$ cat src/rtl/vc_rr_arbiter_if.sv
// Handshake bundle between the per-class VC FIFOs, the arbiter
// and the link-side output FIFO.
interface vc_rr_arbiter_if #(
  parameter int LINE_SIZE = 12
);
  logic [3:0]             state;
  logic [3:0]             empty;
  logic [4*LINE_SIZE-1:0] fifo_data;
  logic                   almost_full;
  logic [3:0]             pop;
  logic                   push;
  logic [LINE_SIZE-1:0]   data_out;
  logic [1:0]             grant_id;

  modport master (
    output state,
    output empty,
    output fifo_data,
    output almost_full,
    input  pop,
    input  push,
    input  data_out,
    input  grant_id
  );

  modport slave (
    input  state,
    input  empty,
    input  fifo_data,
    input  almost_full,
    output pop,
    output push,
    output data_out,
    output grant_id
  );
endinterface

$ cat src/rtl/vc_rr_arbiter.sv
// Quantum round-robin arbiter: drains four VC FIFOs into one
// output FIFO, one word per cycle while the link is ACTIVE.
module vc_rr_arbiter #(
  parameter int LINE_SIZE = 12,
  parameter int QUANTUM   = 2
) (
  input  logic           clk,
  input  logic           reset_L,
  vc_rr_arbiter_if.slave bus
);
  localparam logic [3:0] ST_ACTIVE = 4'b1000;
  localparam int         CW        = $clog2(QUANTUM + 1);
  localparam logic [CW-1:0] Q_LAST = CW'(QUANTUM);
  localparam logic [CW-1:0] ONE    = CW'(1);

  logic [LINE_SIZE-1:0] word [4];

  logic [1:0]    ptr;
  logic [1:0]    holder;
  logic          hvld;
  logic [CW-1:0] cnt;

  logic [1:0]    rr_g;
  logic          rr_hit;
  logic [1:0]    idx;
  logic          hold_ok;
  logic [1:0]    g;
  logic          have_g;
  logic          active;
  logic          enable;
  logic          fire;
  logic [CW-1:0] cnt_nxt;
  logic          expire;
  logic          holder_dry;

  logic                 push_q;
  logic [LINE_SIZE-1:0] data_q;
  logic [1:0]           gid_q;

  for (genvar i = 0; i < 4; i++) begin : g_word
    assign word[i] = bus.fifo_data[i*LINE_SIZE +: LINE_SIZE];
  end

  // Walk from the farthest offset down so the entry nearest ptr wins.
  always_comb begin
    rr_hit = 1'b0;
    rr_g   = ptr;
    idx    = '0;
    for (int k = 3; k >= 0; k--) begin
      idx = ptr + 2'(k);
      if (!bus.empty[idx]) begin
        rr_hit = 1'b1;
        rr_g   = idx;
      end
    end
  end

  always_comb begin
    hold_ok    = hvld && (cnt < Q_LAST) && !bus.empty[holder];
    g          = hold_ok ? holder : rr_g;
    have_g     = hold_ok || rr_hit;
    active     = (bus.state == ST_ACTIVE);
    enable     = active && !bus.almost_full && reset_L;
    fire       = enable && have_g;
    holder_dry = hvld && bus.empty[holder];
    cnt_nxt    = (hvld && g == holder) ? cnt + ONE : ONE;
    expire     = (cnt_nxt == Q_LAST);
  end

  always_comb begin
    bus.pop = 4'b0000;
    if (fire) begin
      unique case (1'b1)
        (g == 2'd0): bus.pop = 4'b0001;
        (g == 2'd1): bus.pop = 4'b0010;
        (g == 2'd2): bus.pop = 4'b0100;
        (g == 2'd3): bus.pop = 4'b1000;
        default:     bus.pop = 4'b0000;
      endcase
    end
  end

  always_ff @(posedge clk or negedge reset_L) begin
    if (!reset_L) begin
      push_q <= 1'b0;
      data_q <= '0;
      gid_q  <= '0;
    end else begin
      push_q <= fire;
      if (fire) begin
        data_q <= word[g];
        gid_q  <= g;
      end
    end
  end

  // Expiry rotates past the granted channel and takes precedence
  // over the dry-holder skip.
  always_ff @(posedge clk or negedge reset_L) begin
    if (!reset_L) begin
      ptr    <= '0;
      holder <= '0;
      hvld   <= 1'b0;
      cnt    <= '0;
    end else if (!active) begin
      hvld <= 1'b0;
      cnt  <= '0;
    end else if (fire) begin
      if (expire) begin
        ptr  <= g + 2'd1;
        hvld <= 1'b0;
        cnt  <= '0;
      end else begin
        if (holder_dry) begin
          ptr <= holder + 2'd1;
        end
        holder <= g;
        hvld   <= 1'b1;
        cnt    <= cnt_nxt;
      end
    end else if (enable && holder_dry) begin
      ptr  <= holder + 2'd1;
      hvld <= 1'b0;
      cnt  <= '0;
    end
  end

  assign bus.push     = push_q;
  assign bus.data_out = data_q;
  assign bus.grant_id = gid_q;
endmodule
$ cat src/flat_wrapper.sv
// flat-port wrapper written by rule: the top's interface ports become plain ports
module vc_rr_arbiter_flat 
#(
  parameter int LINE_SIZE = 12,
  parameter int QUANTUM   = 2
)
  (clk, reset_L, bus_state, bus_empty, bus_fifo_data, bus_almost_full, bus_pop, bus_push, bus_data_out, bus_grant_id);
  vc_rr_arbiter_if #(.LINE_SIZE(LINE_SIZE)) bus_i ();
  input  logic clk;
  input  logic reset_L;
  input wire logic [$bits(bus_i.state)-1:0] bus_state;
  input wire logic [$bits(bus_i.empty)-1:0] bus_empty;
  input wire logic [$bits(bus_i.fifo_data)-1:0] bus_fifo_data;
  input wire logic [$bits(bus_i.almost_full)-1:0] bus_almost_full;
  output wire logic [$bits(bus_i.pop)-1:0] bus_pop;
  output wire logic [$bits(bus_i.push)-1:0] bus_push;
  output wire logic [$bits(bus_i.data_out)-1:0] bus_data_out;
  output wire logic [$bits(bus_i.grant_id)-1:0] bus_grant_id;
  assign bus_i.state = bus_state;
  assign bus_i.empty = bus_empty;
  assign bus_i.fifo_data = bus_fifo_data;
  assign bus_i.almost_full = bus_almost_full;
  assign bus_pop = bus_i.pop;
  assign bus_push = bus_i.push;
  assign bus_data_out = bus_i.data_out;
  assign bus_grant_id = bus_i.grant_id;
  vc_rr_arbiter #(.LINE_SIZE(LINE_SIZE), .QUANTUM(QUANTUM)) u_core (.clk(clk), .reset_L(reset_L), .bus(bus_i));
endmodule
$ cat config.mk
export PLATFORM = sky130hd
export DESIGN_NAME = vc_rr_arbiter_flat
export DESIGN_NICKNAME = d
export VERILOG_FILES = /design/src/rtl/vc_rr_arbiter_if.sv /design/src/rtl/vc_rr_arbiter.sv /design/src/flat_wrapper.sv
export SDC_FILE = /design/constraint.sdc
export NUM_CORES = 1
export LEC_CHECK = 0
export CAP_MARGIN = 5
export CORE_ASPECT_RATIO = 1.25
export CORE_MARGIN = 2
export CORE_UTILIZATION = 46
export CTS_BUF_LIST = sky130_fd_sc_hd__clkbuf_4 sky130_fd_sc_hd__clkbuf_8
export CTS_CLUSTER_SIZE = 30
export DETAILED_ROUTE_END_ITERATION = 10
export GPL_ROUTABILITY_DRIVEN = 0
export HOLD_SLACK_MARGIN = 0.03
export PLACE_DENSITY = 0.85
export SLEW_MARGIN = 20
export SYNTH_ARGS = -nofsm -noshare
export SYNTH_HDL_FRONTEND = slang
export SYNTH_SLANG_ARGS = --single-unit
export TNS_END_PERCENT = 5
$ cat constraint.sdc
create_clock -name clk -period 4 [get_ports clk]
set_clock_uncertainty 0.05 [all_clocks]
set_input_delay 0.6 -clock clk [delete_from_list [all_inputs] [get_ports clk]]
set_output_delay 0.6 -clock clk [all_outputs]
set_load 0.005 [all_outputs]
==> results of run 1 <==
[cells in the mapped netlist, drive strengths merged, types with 2 or more instances]
library cell	n
nand4	2
nor2b	2
nand2	46
a21oi	29
nor2	7
o21ai	33
dfrtp	22
o22ai	2
o31ai	13
ha	4
and2	5
mux2i	6
o21a	4
buf	10
inv	6
clkbuf	11
a32oi	24
nor3	2
nand3	2
[stage by stage]
stage | hold WS (ns) | instances | total power, mW | util (%)
floorplan | 0.254 | 244 | 0.389 | -
global placement | 0.409 | 366 | 0.538 | 67.0
detailed placement | 0.416 | 366 | 0.544 | 67.0
CTS | 0.437 | 370 | 0.759 | 68.8
global route | 0.473 | 370 | 0.799 | 68.8
finish | 0.433 | 370 | 0.757 | 68.8
[cells by family (layout without fill, tap and decap cells)]
family                   Yosys count  after routing  share of synthesized area, %
XOR/XNOR                           2              2                         0.910
multiplexers                       6              6                          3.12
AND/OR/NAND/NOR                   74             74                          19.2
flip-flops                        22             22                          28.6
AO/OA/AOI/OAI                    109            109                          38.5
adder cells (fa/ha/maj)            4              4                          2.60
buffers and inverters             27             97                          7.09
[metal layers]
layer	vias up	share of wire [%]	global-route usage (%)
li1	1057	-	-
met1	1045	37	33.1
met4	0	3.7	9.79
met3	21	9.2	4.07
met5	-	0	0
met2	112	50	42.5
[final timing paths]
check | slack, ns | endpoint | cells after the start
setup / recovery | 0.28 | bus_pop[3] | 9
hold / removal | 0.43 | u_core.bus.data_out[11] | 2
max in group asynchronous | 2.98 | u_core.bus.data_out[4] | 2
setup reg to reg | 1.62 | u_core.ptr[0] | 7
min in group asynchronous | 0.69 | u_core.ptr[1] | 2
hold reg to reg | 0.43 | u_core.bus.data_out[11] | 2
[cell type report]
class / count / area (um^2) / area share, %
Tap cell: 56 / 70.1 / 2.50
Inverter: 6 / 22.5 / 0.805
Multi-Input combinational cell: 195 / 1240 / 44.2
Sequential cell: 22 / 551 / 19.7
Clock inverter: 1 / 30.0 / 1.07
Timing Repair Buffer: 87 / 846 / 30.2
Clock buffer: 3 / 41.3 / 1.48
[state kept, by name, indices dropped and copies added (netlist names)]
name,flops
u_core.bus.data_out,12
u_core.bus.grant_id,2
u_core.cnt,2
u_core.holder,2
u_core.ptr,2
u_core.bus.push,1
u_core.hvld,1
[critical path, stage by stage]
cell and delay, ns:
clkdlybuf4s50_1 0.49, mux2i_1 0.27, nand3_2 0.27, and2_1 0.28
a21oi_2 0.27, inv_1 0.11, ha_1 0.20, and2_1 0.13
clkdlybuf4s50_1 0.44
[power by group through the flow]
| stage | registers [mW] | logic (mW) | clock network, mW |
|---|---|---|---|
| floorplan | 0.276 | 0.113 | 0 |
| global placement | 0.274 | 0.264 | 0 |
| detailed placement | 0.275 | 0.268 | 0 |
| CTS | 0.271 | 0.270 | 0.218 |
| global route | 0.275 | 0.295 | 0.229 |
| finish | 0.270 | 0.270 | 0.217 |
==> impl_metrics.toml, run 1 <==
[drt]
detail_route.iter0.violations = 208
final_antenna_net_count = 0
wirelength_mm = 6.14
via_per_inst = 6.04
route.vias.total = 2235
detail_route.first_pass.iterations = 4
route.detailed.drc = 0
wl_per_cell_um = 16.6

[worst_setup_path]
worst-setup-path-type = "primary input to output port"
startpoint = "bus_empty[3]"
cp_data_required_time_ns = 3.35
critPathArrivalTime_ns = 3.07
critPathCaptureType = "output port"
startpoint_types = "primary input"
cp_max_fo = 15
timing.rr.start = "u_core.ptr[1]"

[clock_tree]
tritoncts_num_sinks = 22
cts_made_buffers = 3
tritoncts = "done"
postCtsSetupBuffers = 0
cts-root-to-sink-buffers = 2
post_cts_resized = 0
clock_insertion_delay_worst_skew_ns = 0.27
cts_max_level = 1
clk_pin_slew_worst_setup_hold_paths_ns = 0.09
cts-root-buf = "clkbuf_8"
ctsHoldBuffers = 0

[floorplanning]
rows = 26
initial_core_util_pct = 47.3
area_of_the_die_um2 = 4720
ioPinCount = 78
fp.coreArea_um2 = 4070
die-width_um = 61.9
fp.dieH_um = 76.3

[synthesis]
synth_top_area_cell = "dfrtp_1"
ys_seq_area_share_pct = 28.6
synthesis.yosys.warnings = 0
syn_area_per_cell_um2 = 7.89
synth_edf_count = 0
synth_fp_nets = 307
post-synth-top-area-fraction_pct = 28.6
yosysUniqueCellTypes = 39
synth_async_sr_flop_share_pct = 100
synth_cells = 244
netlist_area_um2 = 1920
synth-main-ff-cell = "dfrtp_1"
netlist_top_cells_area = "dfrtp_1 (29%), a32oi_1 (11%), nand2_1 (9.0%)"
postSynthRegisterBits = 22

[placement]
detailed_place.area_um2 = 2730
port-buffer-count = 77
place_hpwl_mm = 4.56
post-place-ws_ns = 0.265

[sta]
tightestPinTransition_ns = 0.605
rsz0062_at_grt = "no"
timing.fmax_ghz = 0.269
timing_hold_violations_final = 0
slew-limit-headroom_pct = 59.1
final_max_slew_viol_count = 0
setup_total_negative_slack_ns = 0
finalCritPeriodShare_pct = 93.0
finalCriticalPeriod_ns = 3.72
timing.final.ws_setup_ns = 0.280
setup_viol = 0

[power]
static-leakage-power_nw = 1.13
powerDensity_nw_per_um2 = 271
seqPwrFrac_pct = 35.7
internal-power_mw = 0.537
swShare_pct = 29.1
worst_ir_drop_vdd_mv = 0.125
power_frac_comb_pct = 35.7
power_switching_mw = 0.220
pwr-share-clk_pct = 28.6

[cells_and_area]
mostFrequentLayoutCell = "clkdlybuf4s50_1"
fin_area_um2 = 2800
synthToLayoutAreaGrowth_pct = 45.4
antenna_cells_inserted = 0
layout.cells.most_common_list = "clkdlybuf4s50_1 (77), nand2_1 (46), o21ai_0 (32)"
post_route_cells_drive_above_1_share_pct = 7.01
fillers = 322
num-nets-final = 378

[run_status]
status = "finished clean"

[grt]
grt-ovfl-total = 0
initial_antenna_violation_count = 0
first_pass_grt_wire_length_mm = 9.52
via_count_of_the_first_global_routing_pass = 2090
grt_util_all_layers_pct = 25.9
grt_start_max_net_pins = 31

[hold_path]
hold_start = "u_core.bus.data_out[11]"
type_of_the_tightest_min_delay_check = "flop to flop"

[flow_run]
maxCapViolations = 0
(Power assumes the default switching activity.)
==> run 2, diff against run 1 <==
Settings changed: CTS_CLUSTER_DIAMETER set to 30, SLEW_MARGIN 20 to unset.
==> results of run 2 <==
Final layout, timing and power as in run 1 (identical DEF).
